**src/rtl/hex_text_pkg.sv**
```systemverilog
// Shared constants and types for the hex text buffer: grid geometry, bus widths,
// pixel pipeline depth and the clear/idle state encoding.
package hex_text_pkg;

    localparam int COLS    = 32;
    localparam int ROWS    = 16;
    localparam int ADDR_W  = 9;
    localparam int DIGIT_W = 4;
    localparam int PIX_LAT = 2;

    typedef enum logic {
        ST_CLEAR,
        ST_IDLE
    } state_t;

    // Pixel-side sideband that travels alongside the RAM read.
    typedef struct packed {
        logic [2:0] xofs;
        logic [2:0] yofs;
        logic       display_on;
        logic       hsync;
        logic       vsync;
    } side_t;

endpackage

```
**src/rtl/text_ram.sv**
```systemverilog
// Simple dual-port character store: one write port and one registered read port.
// A read and a write to the same address in one cycle return the old contents.
module text_ram #(
    parameter int ADDR_W = 9,
    parameter int DATA_W = 4
) (
    input  logic              clk,
    input  logic              we,
    input  logic [ADDR_W-1:0] waddr,
    input  logic [DATA_W-1:0] wdata,
    input  logic [ADDR_W-1:0] raddr,
    output logic [DATA_W-1:0] rdata
);

    logic [DATA_W-1:0] mem [2**ADDR_W];

    // Both accesses sample the array before the write lands, giving read-before-write.
    always_ff @(posedge clk) begin
        if (we) begin
            mem[waddr] <= wdata;
        end
        rdata <= mem[raddr];
    end

endmodule

```
**src/rtl/hex_text_buffer.sv**
```systemverilog
// Hex digit character store feeding the font decoder: CPU write port, automatic
// clear sequencer, and a fixed two-cycle pixel fetch pipeline.
module hex_text_buffer #(
    parameter int         COLS      = hex_text_pkg::COLS,
    parameter int         ROWS      = hex_text_pkg::ROWS,
    parameter logic [3:0] CLEAR_VAL = 4'h0
) (
    input  logic       clk,
    input  logic       reset,
    input  logic [7:0] hpos,
    input  logic [6:0] vpos,
    input  logic       display_on,
    input  logic       hsync,
    input  logic       vsync,
    input  logic       wr_valid,
    output logic       wr_ready,
    input  logic [8:0] wr_addr,
    input  logic [3:0] wr_data,
    input  logic       clr_req,
    output logic       busy,
    output logic [3:0] digit,
    output logic [2:0] xofs,
    output logic [2:0] yofs,
    output logic       display_on_o,
    output logic       hsync_o,
    output logic       vsync_o
);

    import hex_text_pkg::*;

    localparam logic [ADDR_W-1:0] LAST_ADDR = ADDR_W'(COLS * ROWS - 1);

    state_t              state;
    state_t              state_next;
    logic [ADDR_W-1:0]   cnt;
    logic [ADDR_W-1:0]   cnt_next;
    logic                ram_we;
    logic [ADDR_W-1:0]   ram_waddr;
    logic [DIGIT_W-1:0]  ram_wdata;
    logic [ADDR_W-1:0]   ram_raddr;
    logic [DIGIT_W-1:0]  ram_rdata;
    side_t               side_in;
    side_t               side_pipe [PIX_LAT];

    always_ff @(posedge clk) begin
        if (!reset) begin
            state <= ST_CLEAR;
            cnt   <= '0;
        end else begin
            state <= state_next;
            cnt   <= cnt_next;
        end
    end

    // The clear sequencer owns the RAM write port; CPU writes only get through in IDLE.
    always_comb begin
        state_next = state;
        cnt_next   = cnt;
        ram_we     = 1'b0;
        ram_waddr  = wr_addr;
        ram_wdata  = wr_data;
        case (state)
            ST_CLEAR: begin
                ram_we    = 1'b1;
                ram_waddr = cnt;
                ram_wdata = CLEAR_VAL;
                cnt_next  = cnt + 1'b1;
                if (cnt == LAST_ADDR) begin
                    state_next = ST_IDLE;
                end
            end
            ST_IDLE: begin
                ram_we = wr_valid;
                if (clr_req) begin
                    state_next = ST_CLEAR;
                    cnt_next   = '0;
                end
            end
            default: begin
                state_next = ST_CLEAR;
                cnt_next   = '0;
            end
        endcase
    end

    assign wr_ready  = (state == ST_IDLE);
    assign busy      = (state == ST_CLEAR);
    assign ram_raddr = {vpos[6:3], hpos[7:3]};

    text_ram #(
        .ADDR_W (ADDR_W),
        .DATA_W (DIGIT_W)
    ) u_text_ram (
        .clk   (clk),
        .we    (ram_we),
        .waddr (ram_waddr),
        .wdata (ram_wdata),
        .raddr (ram_raddr),
        .rdata (ram_rdata)
    );

    assign side_in = '{xofs:       hpos[2:0],
                       yofs:       vpos[2:0],
                       display_on: display_on,
                       hsync:      hsync,
                       vsync:      vsync};

    // Sideband delay matches RAM read (stage 1) plus output register (stage 2).
    always_ff @(posedge clk) begin
        if (!reset) begin
            for (int i = 0; i < PIX_LAT; i++) begin
                side_pipe[i] <= '0;
            end
            digit <= '0;
        end else begin
            side_pipe[0] <= side_in;
            for (int i = 1; i < PIX_LAT; i++) begin
                side_pipe[i] <= side_pipe[i-1];
            end
            digit <= ram_rdata;
        end
    end

    assign xofs         = side_pipe[PIX_LAT-1].xofs;
    assign yofs         = side_pipe[PIX_LAT-1].yofs;
    assign display_on_o = side_pipe[PIX_LAT-1].display_on;
    assign hsync_o      = side_pipe[PIX_LAT-1].hsync;
    assign vsync_o      = side_pipe[PIX_LAT-1].vsync;

endmodule
```
**config.mk**
```make
export PLATFORM = sky130hd
export DESIGN_NAME = hex_text_buffer
export DESIGN_NICKNAME = d
export VERILOG_FILES = /design/src/rtl/hex_text_pkg.sv /design/src/rtl/text_ram.sv /design/src/rtl/hex_text_buffer.sv
export SDC_FILE = /design/constraint.sdc
export NUM_CORES = 2
export LEC_CHECK = 0
export BUFFER_PORTS_ARGS = -buffer_cell sky130_fd_sc_hd__buf_2
export CELL_PAD_IN_SITES_DETAIL_PLACEMENT = 0
export CELL_PAD_IN_SITES_GLOBAL_PLACEMENT = 1
export CORE_MARGIN = 4
export CORE_UTILIZATION = 29
export DETAILED_ROUTE_END_ITERATION = 7
export PLACE_DENSITY = 0.44
export SLEW_MARGIN = 10
export SYNTH_ARGS = -nofsm -noshare
export SYNTH_HDL_FRONTEND = slang
export SYNTH_SLANG_ARGS = --single-unit
```
**constraint.sdc**
```tcl
create_clock -name clk -period 10.5 [get_ports clk]
set_input_delay 1.575 -clock clk [delete_from_list [all_inputs] [get_ports clk]]
set_output_delay 1.575 -clock clk [all_outputs]
set_load 0.01 [all_outputs]
```
== Yosys cells after proc, flatten, opt, wreduce, memory -nomap -nowiden ==
Memories as Yosys holds them, arrays and structs flattened. A register that Yosys moved wholly into a read port is not among the register bits.
Index checks and enable logic that the tools add are counted.

* Register bits after elaboration: 14
* RAM bits: 2,066
* Input port bits: 35
* Logic and storage cells: 25
* Memories kept: 2

{| class="wikitable"
|+ Memories
! name !! depth !! bits a word !! read ports !! clocked after Yosys merged registers in !! wr ports !! line !! RTL
|-
| u_text_ram.mem || 512 || 4 || 1 || 1 || 1 || text_ram.sv:15 || <nowiki>logic [DATA_W-1:0] mem [2**ADDR_W];</nowiki>
|-
| side_pipe || 2 || 9 || 2 || 0 || 2 || hex_text_buffer.sv:43 || <nowiki>side_t side_pipe [PIX_LAT];</nowiki>
|}

* Add/sub/neg operators: 1
* Equal/unequal tests: 2
* Multiplexer cells: 14
* Bitwise operators: 3

{| class="wikitable"
|+ Operators with widths
! kind !! count
|-
| two-way mux 9 bit || 4
|-
| one-hot mux 9 bit (2 select lines) || 1
|-
| adder 9 x 1 -> 9 bit (second input constant) || 1
|-
| == test 9 bit (second input constant) || 1
|-
| two-way mux 1 bit || 6
|-
| two-way mux 4 bit || 1
|-
| one-hot mux 1 bit (2 select lines) || 2
|-
| != test 2 bit (second input constant) || 1
|-
| bitwise OR 1 bit || 2
|-
| NOT 1 bit || 1
|}

== Logic depth before layout (Yosys ltp) ==
* Word-level depth: 4
* Depth in mapped cells: 12
* Gate-level depth less buffers: 7

== Hierarchy ==
Synthesis repeated with hierarchy kept, for this count alone.

* Cells, all modules: 4,530
* Area, all modules: 82,867.0 um^2

{| class="wikitable"
|+ Modules (own cells, without submodules)
! module !! instances !! cells an instance !! area each (um^2) !! sequential area each (um^2)
|-
| text_ram || 1 || 4,403 || 81,604.5 || 61,579.1
|-
| hex_text_buffer || 1 || 127 || 1,262.5 || 640.6
|}

== Worst setup path before layout ==
OpenSTA, ideal clock, no wires.

* Kind: in2reg
* From: input port wr_data[0]
* To: memory u_text_ram.mem[0][0] (data pin)
* Data arrival time: 7.942 ns
* Data required time: 8.967 ns
* Slack: 1.025 ns
* Stages: 1
* Buffers on the path: 0
* Cells stage by stage: and2_1

* Word-level cells in the longest chain between the ends: 1

{| class="wikitable"
|+ Ends and longest elaborated chain
! item !! line !! RTL
|-
| start: declaration || hex_text_buffer.sv:18 || <nowiki>input logic [3:0] wr_data,</nowiki>
|-
| two-way mux 4 bit || hex_text_buffer.sv:62 || <nowiki>case (state)</nowiki>
|-
| end: declaration || text_ram.sv:15 ||
|}

No other way between the ends.

==> qor.yml <==
status: "finished clean"
netlist_area_sq_um: 83000
overflow: 0
grt_use_total_pct: 16.7
drive_gt1_share_pct: 17.7
grt_pass1_wl_mm: 354
drt_iter0_drc: 3269
io_buffers: 49
cp_max_fo: 71
end_kind: "flop"
final_util_pct: 33.3
hold_viol_final: 0
synthFlopType: "edfxtp_1"
crit_top_cell: "nand4_1"
fin_area_sq_um: 94800
yosysTopAreaCell: "edfxtp_1"
dr_wl_met3_mm: 10.1
regArea_sq_um: 62200
ff2ff_path_depth: 4
nets: 4639
synth_cells: 4539
synth_top_area_share_pct: 74.1
path_cells: "buf_8 -> buf_4 -> nand2b_4 -> buf_12 -> o221ai_1 -> a21oi_1 -> nor3_1 -> nand4_1 -> nand4_1 -> and4_1"
syn2layout_area_growth_pct: 14.2
crit_arrival_ns: 5.65
r2r_setup_slack_ns: 6.29
fp.dieArea_sq_um: 295000
holdCritStartpoint: "side_pipe[0][0]"
setup_tns_ns: 0
required_ns: 11.28
ys_seq_area_share_pct: 75.0
total_leakage_power_uw: 0.0289
synthArstFlopShare_pct: 0
synth_nets: 4576
tritoncts: "built"
hold_depth: 1
drv_slew: 0
fp.dieH_um: 543
fmax_mhz: 205
drtPass1Iterations: 8
reg2reg_from: "wr_ready"
viasPerCell: 5.01
maxSlewHeadroom_pct: 16.1
antenna_found_initial: 10
worst_hold_slack_ns: 0.430
dpl.hpwl_mm: 148
hp-class: "reg2reg"
max-cap-violations: 0
yosysMostFrequentCell: "edfxtp_1"
drcViolationCount: 0
routed_wl_mm: 250
multi_input_area_sq_um: 19100
nFillCells: 27200
ir_drop_mv: 0.131
top_layer: "met5"
yosys_register_bits: 2084
fin_crit_ns: 4.87
path_clk_slew_ns: 0.07
yosys-top-cells-area: "edfxtp_1 74%, mux4_2 8.7%, mux2i_1 4.9%"
start_util_pct: 29.1
cpPeakStageDelay_ns: 0.73
ys_top_cells_by_count: "2,048 x edfxtp_1, 565 x nor2_1, 404 x mux2i_1"
power_density_nw_per_um2: 188
ys_warn_count: 0
wl_met1_mm: 114
tightest_slew_ns: 1.26
rsz0062_at_grt: "no"
place.gp.congestion: 0.751
critPathLaunchType: "input pin"
min_period_over_period_pct: 46.4
die_width_um: 543
postCtsHoldBufs: 0
vias: 42900
clock_latency_ns: 0.88
ios: 50
fin_total_pwr_uw: 17800
cts_root_buf: "clkbuf_16"
synth_area_per_cell_sq_um: 18.3
whs_endpoint: "side_pipe[0][9]"
grt_pass1_vias: 44500
place_area_sq_um: 87200
finalSetupViolCount: 0
r2r_end: "u_text_ram.mem[170][0]"
cts_made_buffers: 225
clk_path_buf_depth: 3
core_area_sq_um: 285000
antenna_left: 0
critPathKind: "in2reg"
path_buf_inv: 3
grt_max_degree: 194
ctsResizeCount: 0
num_rows: 196
wl_met2_mm: 120
synth-edff-count: 2048
post_drt_wl_per_cell_um: 29.1
cts_sinks: 2084
cts_setup_buffers: 0
critical_path.top_delay_family: "simple AND/OR/NAND/NOR gates"
skew_ns: 0.0457
yosysUniqueCellTypes: 66
htreeDepth: 4
crit_slowest_cell: "nand2b_4"
worst reg2reg max path, cell delays in order, from the launching register on:
cell and delay [ns]:
dfxtp_2 0.91, a21oi_1 0.42, nor2_1 0.99, nand2_1 0.84, nor2_1 0.65
cells in the final DEF (no fill, tap or decap), types with 17 or more instances in the layout:
cell type	synthesis	routed
a21oi_1	89	89
a22oi_1	22	22
and2_1	32	28
buf_2	28	45
buf_4	37	81
bufinv_16	0	26
clkbuf_1	156	37
clkbuf_16	0	225
clkinv_1	0	48
clkinv_2	0	55
dfxtp_1	36	35
edfxtp_1	2048	2048
mux2i_1	404	404
mux4_2	321	321
nand2_1	121	104
nand2_4	0	17
nand3_1	37	37
nor2_1	565	565
nor3_1	60	60
nor4_1	27	27
o21ai_0	48	48
o221ai_1	165	165
o22ai_1	85	84
state kept, by name, indices dropped and copies added (netlist names):
signal and count:
u_text_ram.mem 2048, side_pipe 18, cnt 9, digit 4, u_text_ram.rdata 4, wr_ready 1
kinds of logic (layout without fill, tap and decap cells):
logic type / after synthesis / count (layout) / share of synthesized area [%]
flip-flops: 2084 / 2084 / 75.0
AND/OR/NAND/NOR: 905 / 905 / 4.65
multiplexers: 735 / 735 / 13.8
AO/OA/AOI/OAI: 494 / 494 / 4.26
buffers and inverters: 319 / 582 / 2.28
adder cells (fa/ha/maj): 2 / 2 / 0.0301
other: 0 / 5 / 0
metal layers:
metal  vias to the layer above  track usage, %
li1                      18600               -
met1                     23100            23.6
met2                       979            27.5
met3                       286            2.34
met4                         2            3.75
met5                         -               0
how the worst max path moves through the flow:
stage          depth (start not counted)  slack (ns)  startpoint                   end
2_1_floorplan                          1        1.03  wr_data[0]  u_text_ram.mem[0][0]
3_3_place_gp                          10        4.72     hpos[3]   u_text_ram.rdata[0]
3_5_place_dp                          10        4.79     hpos[4]   u_text_ram.rdata[0]
4_1_cts                               10        5.78     hpos[4]   u_text_ram.rdata[0]
5_1_grt                               11        5.60     hpos[4]   u_text_ram.rdata[2]
6_report                              10        5.63     hpos[4]   u_text_ram.rdata[0]
power breakdown:
| part | internal, uW | leakage [uW] | total, uW | switching (uW) |
|---|---|---|---|---|
| clock | 4630 | 0.00367 | 8060 | 3430 |
| sequential | 9010 | 0.0181 | 9020 | 13.9 |
| combinational | 238 | 0.00705 | 696 | 458 |
through the flow:
| stage | worst slack, ns | cells |
|---|---|---|
| after floorplan | 1.03 | 4539 |
| after global placement | 4.72 | 8137 |
| after detailed placement | 4.79 | 8137 |
| after CTS | 5.78 | 8564 |
| after global routing | 5.60 | 8566 |
| final | 5.63 | 8569 |
area by class of cell:
type | count | share of cell area, %
sequential | 2084 | 65.6
multi-input combinational | 2136 | 20.2
clock buffer | 267 | 6.16
tap | 3762 | 4.97
clock inverter | 160 | 1.78
timing repair buffer | 143 | 1.22
inverter | 12 | 0.0554
antenna | 5 | 0.0132
(Power assumes the default switching activity.)
